**config.mk**
```make
export PLATFORM = sky130hd
export DESIGN_NAME = booth_r4_seq_mult
export DESIGN_NICKNAME = d
export VERILOG_FILES = /design/src/rtl/booth_pkg.sv /design/src/rtl/booth_r4_digit.sv /design/src/rtl/booth_r4_seq_mult.sv
export SDC_FILE = /design/constraint.sdc
export NUM_CORES = 1
export LEC_CHECK = 0
export ABC_AREA = 1
export CAP_MARGIN = 40
export CORE_MARGIN = 1
export CORE_UTILIZATION = 40
export DETAILED_ROUTE_END_ITERATION = 8
export GPL_ROUTABILITY_DRIVEN = 1
export PLACE_DENSITY_LB_ADDON = 0.2
export SLEW_MARGIN = 20
export SYNTH_ARGS = -nofsm -noshare
export SYNTH_HDL_FRONTEND = slang
export SYNTH_SLANG_ARGS = --single-unit
```
**constraint.sdc**
```tcl
create_clock -name clk_i -period 9.1 [get_ports clk_i]
set_input_delay 1.365 -clock clk_i [delete_from_list [all_inputs] [get_ports clk_i]]
set_output_delay 1.365 -clock clk_i [all_outputs]
set_load 0.05 [all_outputs]
```
**src/rtl/booth_pkg.sv**
```systemverilog
// Shared types and helpers for the radix-4 Booth sequential multiplier.
// BOOTH_ACC_EN (optional running accumulator) is handled in the top module.
package booth_pkg;

    typedef enum logic [1:0] {
        IDLE,
        BUSY,
        DONE
    } booth_state_e;

    typedef enum logic [2:0] {
        DIG_ZERO,
        DIG_POS1,
        DIG_POS2,
        DIG_NEG1,
        DIG_NEG2
    } booth_digit_e;

    function automatic int booth_digits(input int n);
        return n / 2 + 1;
    endfunction

    function automatic bit booth_width_ok(input int n);
        return (n >= 4) && ((n % 2) == 0);
    endfunction

    // Window is {b[2i+1], b[2i], b[2i-1]}
    function automatic booth_digit_e booth_decode(input logic [2:0] win);
        booth_digit_e dig;
        case (win)
            3'b001, 3'b010: dig = DIG_POS1;
            3'b011:         dig = DIG_POS2;
            3'b100:         dig = DIG_NEG2;
            3'b101, 3'b110: dig = DIG_NEG1;
            default:        dig = DIG_ZERO;
        endcase
        return dig;
    endfunction

endpackage

```
**src/rtl/booth_r4_digit.sv**
```systemverilog
// Combinational Booth digit stage: turns one 3-bit multiplier window and the
// (already shifted) multiplicand into a signed partial product of width W.
module booth_r4_digit
    import booth_pkg::*;
#(
    parameter int W = 36
) (
    input  logic [2:0]   window_i,
    input  logic [W-1:0] mcand_i,
    output logic [W-1:0] pp_o
);

    booth_digit_e digit;
    logic [W-1:0] mag;
    logic         neg;

    always_comb begin
        digit = booth_decode(window_i);
        mag   = '0;
        neg   = 1'b0;
        case (digit)
            DIG_POS1: mag = mcand_i;
            DIG_POS2: mag = mcand_i << 1;
            DIG_NEG1: begin
                mag = mcand_i;
                neg = 1'b1;
            end
            DIG_NEG2: begin
                mag = mcand_i << 1;
                neg = 1'b1;
            end
            default:  mag = '0;
        endcase
        pp_o = neg ? (~mag + 1'b1) : mag;
    end

endmodule

```
**src/rtl/booth_r4_seq_mult.sv**
```systemverilog
// Iterative radix-4 Booth multiplier, one digit per clock, valid/ready on both sides.
// Define BOOTH_ACC_EN to add a running accumulator (acc_clr_i / acc_o ports).
module booth_r4_seq_mult
    import booth_pkg::*;
#(
    parameter int N     = 16,
    parameter int ACC_W = 2*N+8
) (
    input  logic             clk_i,
    input  logic             rst_ni,
    input  logic             in_valid_i,
    output logic             in_ready_o,
    input  logic [N-1:0]     a_i,
    input  logic [N-1:0]     b_i,
    input  logic             is_signed_i,
`ifdef BOOTH_ACC_EN
    input  logic             acc_clr_i,
    output logic [ACC_W-1:0] acc_o,
`endif
    output logic             out_valid_o,
    input  logic             out_ready_i,
    output logic [2*N-1:0]   prod_o,
    output logic             busy_o
);

    localparam int XW     = N + 2;
    localparam int PW     = 2*N + 4;
    localparam int DIGITS = booth_digits(N);
    localparam int CW     = $clog2(DIGITS + 1);

    if (!booth_width_ok(N)) begin : g_bad_width
        $error("booth_r4_seq_mult: N must be even and at least 4");
    end
    if (ACC_W < 2*N) begin : g_bad_acc_width
        $error("booth_r4_seq_mult: ACC_W must be at least 2*N");
    end

    booth_state_e   state_q, state_d;
    logic [CW-1:0]  cnt_q, cnt_d;
    logic [XW-1:0]  mplr_q, mplr_d;
    logic           prev_q, prev_d;
    logic [PW-1:0]  mcand_q, mcand_d;
    logic [PW-1:0]  pp_q, pp_d;
    logic [2*N-1:0] prod_q, prod_d;

    logic           accept;
    logic           out_hs;
    logic [PW-1:0]  a_ext;
    logic [XW-1:0]  b_ext;
    logic [PW-1:0]  pp_term;
    logic [PW-1:0]  pp_sum;

    assign in_ready_o  = (state_q == IDLE) || ((state_q == DONE) && out_ready_i);
    assign accept      = in_valid_i && in_ready_o;
    assign out_hs      = (state_q == DONE) && out_ready_i;
    assign busy_o      = (state_q == BUSY);
    assign out_valid_o = (state_q == DONE);
    assign prod_o      = prod_q;

    assign a_ext = {{(PW-N){is_signed_i & a_i[N-1]}}, a_i};
    assign b_ext = {{2{is_signed_i & b_i[N-1]}}, b_i};

    // The multiplicand register is pre-shifted by 2i, so the digit stage is shift-free
    booth_r4_digit #(
        .W (PW)
    ) u_digit (
        .window_i ({mplr_q[1:0], prev_q}),
        .mcand_i  (mcand_q),
        .pp_o     (pp_term)
    );

    assign pp_sum = pp_q + pp_term;

    always_comb begin
        state_d = state_q;
        cnt_d   = cnt_q;
        mplr_d  = mplr_q;
        prev_d  = prev_q;
        mcand_d = mcand_q;
        pp_d    = pp_q;
        prod_d  = prod_q;

        case (state_q)
            IDLE: begin
                if (accept) state_d = BUSY;
            end
            BUSY: begin
                cnt_d   = cnt_q - 1'b1;
                pp_d    = pp_sum;
                mplr_d  = mplr_q >> 2;
                prev_d  = mplr_q[1];
                mcand_d = mcand_q << 2;
                if (cnt_q == CW'(1)) begin
                    state_d = DONE;
                    prod_d  = pp_sum[2*N-1:0];
                end
            end
            DONE: begin
                if (out_hs) state_d = accept ? BUSY : IDLE;
            end
            default: state_d = IDLE;
        endcase

        // Acceptance only happens in IDLE or DONE, so it never collides with a BUSY step
        if (accept) begin
            mplr_d  = b_ext;
            prev_d  = 1'b0;
            mcand_d = a_ext;
            pp_d    = '0;
            cnt_d   = CW'(DIGITS);
        end
    end

    always_ff @(posedge clk_i or negedge rst_ni) begin
        if (!rst_ni) begin
            state_q <= IDLE;
            cnt_q   <= '0;
            mplr_q  <= '0;
            prev_q  <= 1'b0;
            mcand_q <= '0;
            pp_q    <= '0;
            prod_q  <= '0;
        end else begin
            state_q <= state_d;
            cnt_q   <= cnt_d;
            mplr_q  <= mplr_d;
            prev_q  <= prev_d;
            mcand_q <= mcand_d;
            pp_q    <= pp_d;
            prod_q  <= prod_d;
        end
    end

`ifdef BOOTH_ACC_EN
    logic             signed_q, signed_d;
    logic             clr_q, clr_d;
    logic [ACC_W-1:0] acc_q, acc_d;
    logic [ACC_W-1:0] prod_ext;

    assign prod_ext = {{(ACC_W-2*N){signed_q & prod_q[2*N-1]}}, prod_q};
    assign acc_o    = acc_q;

    // Mode flags belong to the result in DONE; a same-edge new accept overwrites them after use
    always_comb begin
        signed_d = signed_q;
        clr_d    = clr_q;
        acc_d    = acc_q;
        if (out_hs) acc_d = (clr_q ? '0 : acc_q) + prod_ext;
        if (accept) begin
            signed_d = is_signed_i;
            clr_d    = acc_clr_i;
        end
    end

    always_ff @(posedge clk_i or negedge rst_ni) begin
        if (!rst_ni) begin
            signed_q <= 1'b0;
            clr_q    <= 1'b0;
            acc_q    <= '0;
        end else begin
            signed_q <= signed_d;
            clr_q    <= clr_d;
            acc_q    <= acc_d;
        end
    end
`endif

endmodule

```
==> reports/metrics.yaml <==
setup_violations: 0
path_common_cell: "nand2_1"
yosysWarningCount: 0
syn_inst: 1111
status: "complete, no violations"
clockBufferDepth: 2
cts_hold_buf: 0
grt_pass1_wl_um: 34200
seq_area_frac_synth_pct: 37.8
ant_nets: 0
multi_input_area_mm2: 0.00420
nFillCells: 1993
clk_pin_slew_worst_paths_ns: 0.06
async_flop_share_pct: 100
start_util_pct: 40.8
synth_edf_count: 0
gr-total-overflow: 0
rsz0062_at_grt: "no"
cts_tree: "done"
die_w_um: 143
synth_top_flop_cell: "dfrtp_1"
cp-start-kind: "flop"
cts_root_buf: "clkbuf_16"
layout-drive-gt1-share_pct: 6.06
final_common_cell: "nand2_1"
fin_crit_ns: 4.22
design_area_mm2: 0.00953
io_pins: 72
crit_arrival_ns: 4.53
grt_pass1_vias: 6870
drc: 0
vias: 7337
cts_resized: 0
portBuffers: 71
critPathMaxStageDelay_ns: 0.41
initialDrtViolationCount: 522
path_max_fanout: 20
first_pass_iters: 5
path_cells: "nand2_2, inv_2, nor2_2, buf_8, nand2_1, o21ai_1, inv_1, ha_1, inv_1, nand2_1, xor2_1, inv_1, ha_1, a21oi_1, nand2_1, a21oi_1, o21ai_0, a21oi_1, o21bai_1, or2_2, nand3_1, nand2_1"
vias_per_cell: 5.05
slew_headroom_pct: 57.1
crit_required_ns: 9.41
grt_max_degree: 56
htreeDepth: 4
n_antenna_cell: 0
cts_sinks: 120
clock_skew_ns: 0.00797
final_max_slew_viol_count: 0
cpMaxStageDelayCell: "dfrtp_1"
ys_ff_latch: 120
placed_area_mm2: 0.00892
cts_buffers: 17
place_congestion: 0.957
clk_latency_ns: 0.42
max_freq_mhz: 237
post-cts-setup-buffers: 0
avgSynthCellArea_um2: 7.14
fp.coreArea_mm2: 0.0195
die_y_um: 143
synth_area_mm2: 0.00794
antenna_found_initial: 0
finalSetupTns_ns: 0
worst_slew_pin_slew_ns: 0.644
detail_route.wl_per_cell_um: 14.1
fin_ws_ns: 4.88
hold_viol_final: 0
min_path_type: "flop to flop"
area_delta_synth_final_pct: 20.2
rows: 51
fp.dieArea_mm2: 0.0204
synth_cell_types: 39
dp_slack_ns: 4.67
mostFrequentLayoutCells: "nand2_1, inv_1, dfrtp_1, nand3_1, nor2_1"
dp_hpwl_um: 15400
wirelength_um: 20500
endpoint_kind: "flop"
grt.total_usage_pct: 21.6
syn_nets: 1184
maxCapViolations: 0
nets: 1249
period_share_pct: 46.4
path_class: "flop to flop"
regArea_mm2: 0.00300
==> layout make-up <==
| class | instances | area share, % |
|---|---|---|
| clock inverters | 13 | 1.63 |
| clock buffers | 18 | 4.61 |
| multi-input cells | 807 | 44.1 |
| repair buffers | 84 | 8.95 |
| inverters | 146 | 5.75 |
| well taps | 265 | 3.48 |
| flip-flops and latches | 120 | 31.5 |
==> final timing paths <==
path                       slack, ns          to       start  cells past startpoint
setup / recovery                4.88    pp_q[17]      prev_q                     22
hold / removal                  0.47  prod_o[21]  prod_o[21]                      2
setup reg to reg                4.88    pp_q[17]      prev_q                     22
hold reg to reg                 0.47  prod_o[21]  prod_o[21]                      2
max in group asynchronous       7.06    cnt_q[3]      rst_ni                      3
min in group asynchronous       0.97   prod_o[9]      rst_ni                      1
==> cell families (layout without fill, tap and decap cells) <==
group / Yosys count / count (layout) / synth area share, %
XOR/XNOR: 41 / 41 / 4.53
flip-flops: 120 / 120 / 37.8
AND/OR/NAND/NOR: 553 / 553 / 29.0
adder cells (fa/ha/maj): 36 / 36 / 5.77
buffers and inverters: 184 / 261 / 9.18
AO/OA/AOI/OAI: 177 / 177 / 13.7
==> cells in the mapped netlist, drive strengths merged, types with 2 or more instances <==
master	number	area, um^2
ha	35	438
nand2	343	1300
a21oi	44	220
inv	145	544
o22ai	3	18.8
clkbuf	29	109
nand3	102	510
buf	9	71.3
o21ai	69	349
o221ai	32	280
a21boi	3	22.5
xor2	23	201
nor3	5	25.0
o211ai	7	52.6
a22o	2	17.5
a31oi	3	18.8
nand3b	3	22.5
dfrtp	120	3000
or2	6	37.5
nor2	83	332
o21bai	5	37.5
o31ai	3	22.5
a21o	3	22.5
nand4	10	62.6
xnor2	18	158
==> sequential cells by signal, summed over array words and instances, names as in the netlist <==
name / flops
cnt_q: 4
state_q: 2
prev_q: 1
mcand_q: 32
mplr_q: 17
pp_q: 32
prod_o: 32
==> per-stage QoR <==
step                hold WS [ns]  cells  utilization, %
floorplan                  0.449   1111               -
global placement           0.462   1418            45.5
detailed placement         0.466   1421            45.9
CTS                        0.482   1452            48.9
global route               0.501   1453            49.0
finish                     0.475   1453            49.0
==> layer usage <==
layer	vias up	GRT usage [%]	wire, um
met5	-	0	0
met4	0	7.19	297
met3	20	3.02	613
met2	151	35.0	9460
met1	3409	29.6	10100
li1	3757	-	-
==> critical path, delay by kind of cell (launching register included) <==
kind            cells  cell delay, ns
flops               1            0.41
buf+inv             5            0.50
xor+xnor            1            0.17
simple gates        8            1.15
compound gates      6            1.32
fa+ha+maj           2            0.55
Power is not shown: default switching activity piles up to over one toggle a cycle in this logic, so the estimate is an artifact.
==> RTL edit, RTL diff (config.mk and constraints unchanged) <==
The option `BOOTH_ACC_EN` is turned on by a define.
--- a/src/rtl/booth_r4_seq_mult.sv
+++ b/src/rtl/booth_r4_seq_mult.sv
@@ -1,4 +1,6 @@
 // Iterative radix-4 Booth multiplier, one digit per clock, valid/ready on both sides.
 // Define BOOTH_ACC_EN to add a running accumulator (acc_clr_i / acc_o ports).
+`define BOOTH_ACC_EN
+
 module booth_r4_seq_mult
     import booth_pkg::*;
Interface: changed (added acc_clr_i and acc_o); port bits go from 72 to 113. The function was not compared with the original's and may differ.
==> RTL edit against the unedited design <==
- worst setup slack got worse by 240 ps
- wire length increased by 76%
- synthesized area rose by 53%
- die area increased by 52%
- design area is 50% higher
- sequential share of layout area fell by 3.1 points
- sequential cell count rose by 42
- critical path type unchanged
- largest cell class unchanged
Power is not shown: default switching activity piles up to over one toggle a cycle in this logic, so the estimate is an artifact.
==> RTL edit: results <==
export IMPL_run_status="completed"
export IMPL_worstReg2RegStart="prev_q$_DFFE_PN0P_"
export IMPL_largest_net_degree_at_the_start_of_global_routing=62
export IMPL_detailedPlacementHpwl_mm=28.5
export IMPL_drt_iter0_markers=671
export IMPL_critical_path_arrival_ps=4780
export IMPL_regToRegSetupSlack_ps=4640
export IMPL_place_ws_ps=4620
export IMPL_worst_clock_skew_ps=15.0
export IMPL_critPathSlowestCell="sky130_fd_sc_hd__nand2_1"
export IMPL_grt_use_total_pct=24.2
export IMPL_gp_congestion=0.970
export IMPL_drt_vias_per_instance=5.19
export IMPL_final_critical_path_setup_slack_ps=4640
export IMPL_synth_cell_types=48
export IMPL_synth_top_cells_by_count="469 x sky130_fd_sc_hd__nand2_1, 231 x sky130_fd_sc_hd__inv_1, 180 x sky130_fd_sc_hd__nor2_1, 162 x sky130_fd_sc_hd__dfrtp_1, 122 x sky130_fd_sc_hd__o21ai_0"
export IMPL_cts_repair_resized=0
export IMPL_crit_reg2reg_capture="prod_o[31]$_DFFE_PN0P_"
export IMPL_grt_pass1_wl_mm=59.1
export IMPL_seq_area_frac_synth_pct=33.4
export IMPL_reg2reg_depth=23
export IMPL_worst_slew_margin_rel_pct=54.3
export IMPL_placement_cell_area_um2=13700
export IMPL_num_nets_final=1973
export IMPL_clkSlewWorstSetupHoldPaths_ps=60
export IMPL_clock_insertion_delay_worst_skew_ps=440
export IMPL_crit_path_largest_cell_delay_ps=470
export IMPL_synth_area_leaders="sky130_fd_sc_hd__dfrtp_1 33%, sky130_fd_sc_hd__nand2_1 15%, sky130_fd_sc_hd__ha_1 7.6%"
export IMPL_finalWirelength_mm=36.1
export IMPL_postSynthNetCount=1876
export IMPL_cp_max_fo=21
export IMPL_io_buffer_count=112
export IMPL_layout_drive_gt1_share_pct=4.22
export IMPL_dr_pass1_iters=5
export IMPL_hp_start="pp_q[31]$_DFFE_PN0P_"
export IMPL_largest_register_ffs=40
==> RTL edit: cell types whose count changed in the layout (fill, tap and decap cells not counted), sizes merged, moves of 39 or more <==
cell | unedited run | this run
nand2 | 343 | 477
nor2 | 83 | 188
inv | 145 | 235
o21ai | 69 | 135
a21oi | 44 | 87
dfrtp | 120 | 162
clkdlybuf4s50 | 70 | 111
ha | 35 | 74
==> RTL edit: logic make-up after synthesis <==
logic type / Yosys count / synth area share, %
AO/OA/AOI/OAI: 329 / 15.9
XOR/XNOR: 64 / 4.62
adder cells (fa/ha/maj): 76 / 7.96
buffers and inverters: 283 / 8.94
flip-flops: 162 / 33.4
AND/OR/NAND/NOR: 848 / 29.2
==> RTL edit: worst min-delay path by stage <==
stage	end	slack, ps	cells past startpoint
detailed placement	mplr_q[12]$_DFFE_PN0P_	470	2
finish	pp_q[31]$_DFFE_PN0P_	480	2
global route	mplr_q[10]$_DFFE_PN0P_	510	2
floorplan	pp_q[31]$_DFFE_PN0P_	450	2
CTS	pp_q[31]$_DFFE_PN0P_	480	2
global placement	mplr_q[13]$_DFFE_PN0P_	460	2
==> RTL edit: layer usage <==
metal  track usage (%)  up-vias  part of all wire, %
met5                 0        -                    0
met1              30.7     5418                   45
met3              2.86       71                  3.3
met2              41.5      260                   48
li1                  -     5982                    -
met4              9.82        0                  3.7
==> RTL edit: critical path, delay by kind of cell, from the launching register on <==
| kind | cells | cell delay [ps] |
|---|---|---|
| and+or+nand+nor | 13 | 2180 |
| AOI/OAI and AO/OA | 5 | 990 |
| DFF | 1 | 410 |
| adders and majority gates | 1 | 330 |
| buffers and inverters | 3 | 240 |
| xor gates and xnor gates | 1 | 180 |
==> RTL edit: per-stage QoR <==
step | hold WS [ps] | instances
5_1_grt | 514 | 2261
3_5_place_dp | 469 | 2229
6_report | 483 | 2261
4_1_cts | 485 | 2260
3_3_place_gp | 463 | 2227
2_1_floorplan | 449 | 1762
==> RTL edit: final cells by class <==
type / count / area, µm²
timing repair buffer: 127 / 1270
tap: 390 / 488
clock inverter: 11 / 103
fill: 3102 / 15500
sequential: 162 / 4050
clock buffer: 20 / 457
inverter: 234 / 878
multi-input combinational: 1317 / 7000
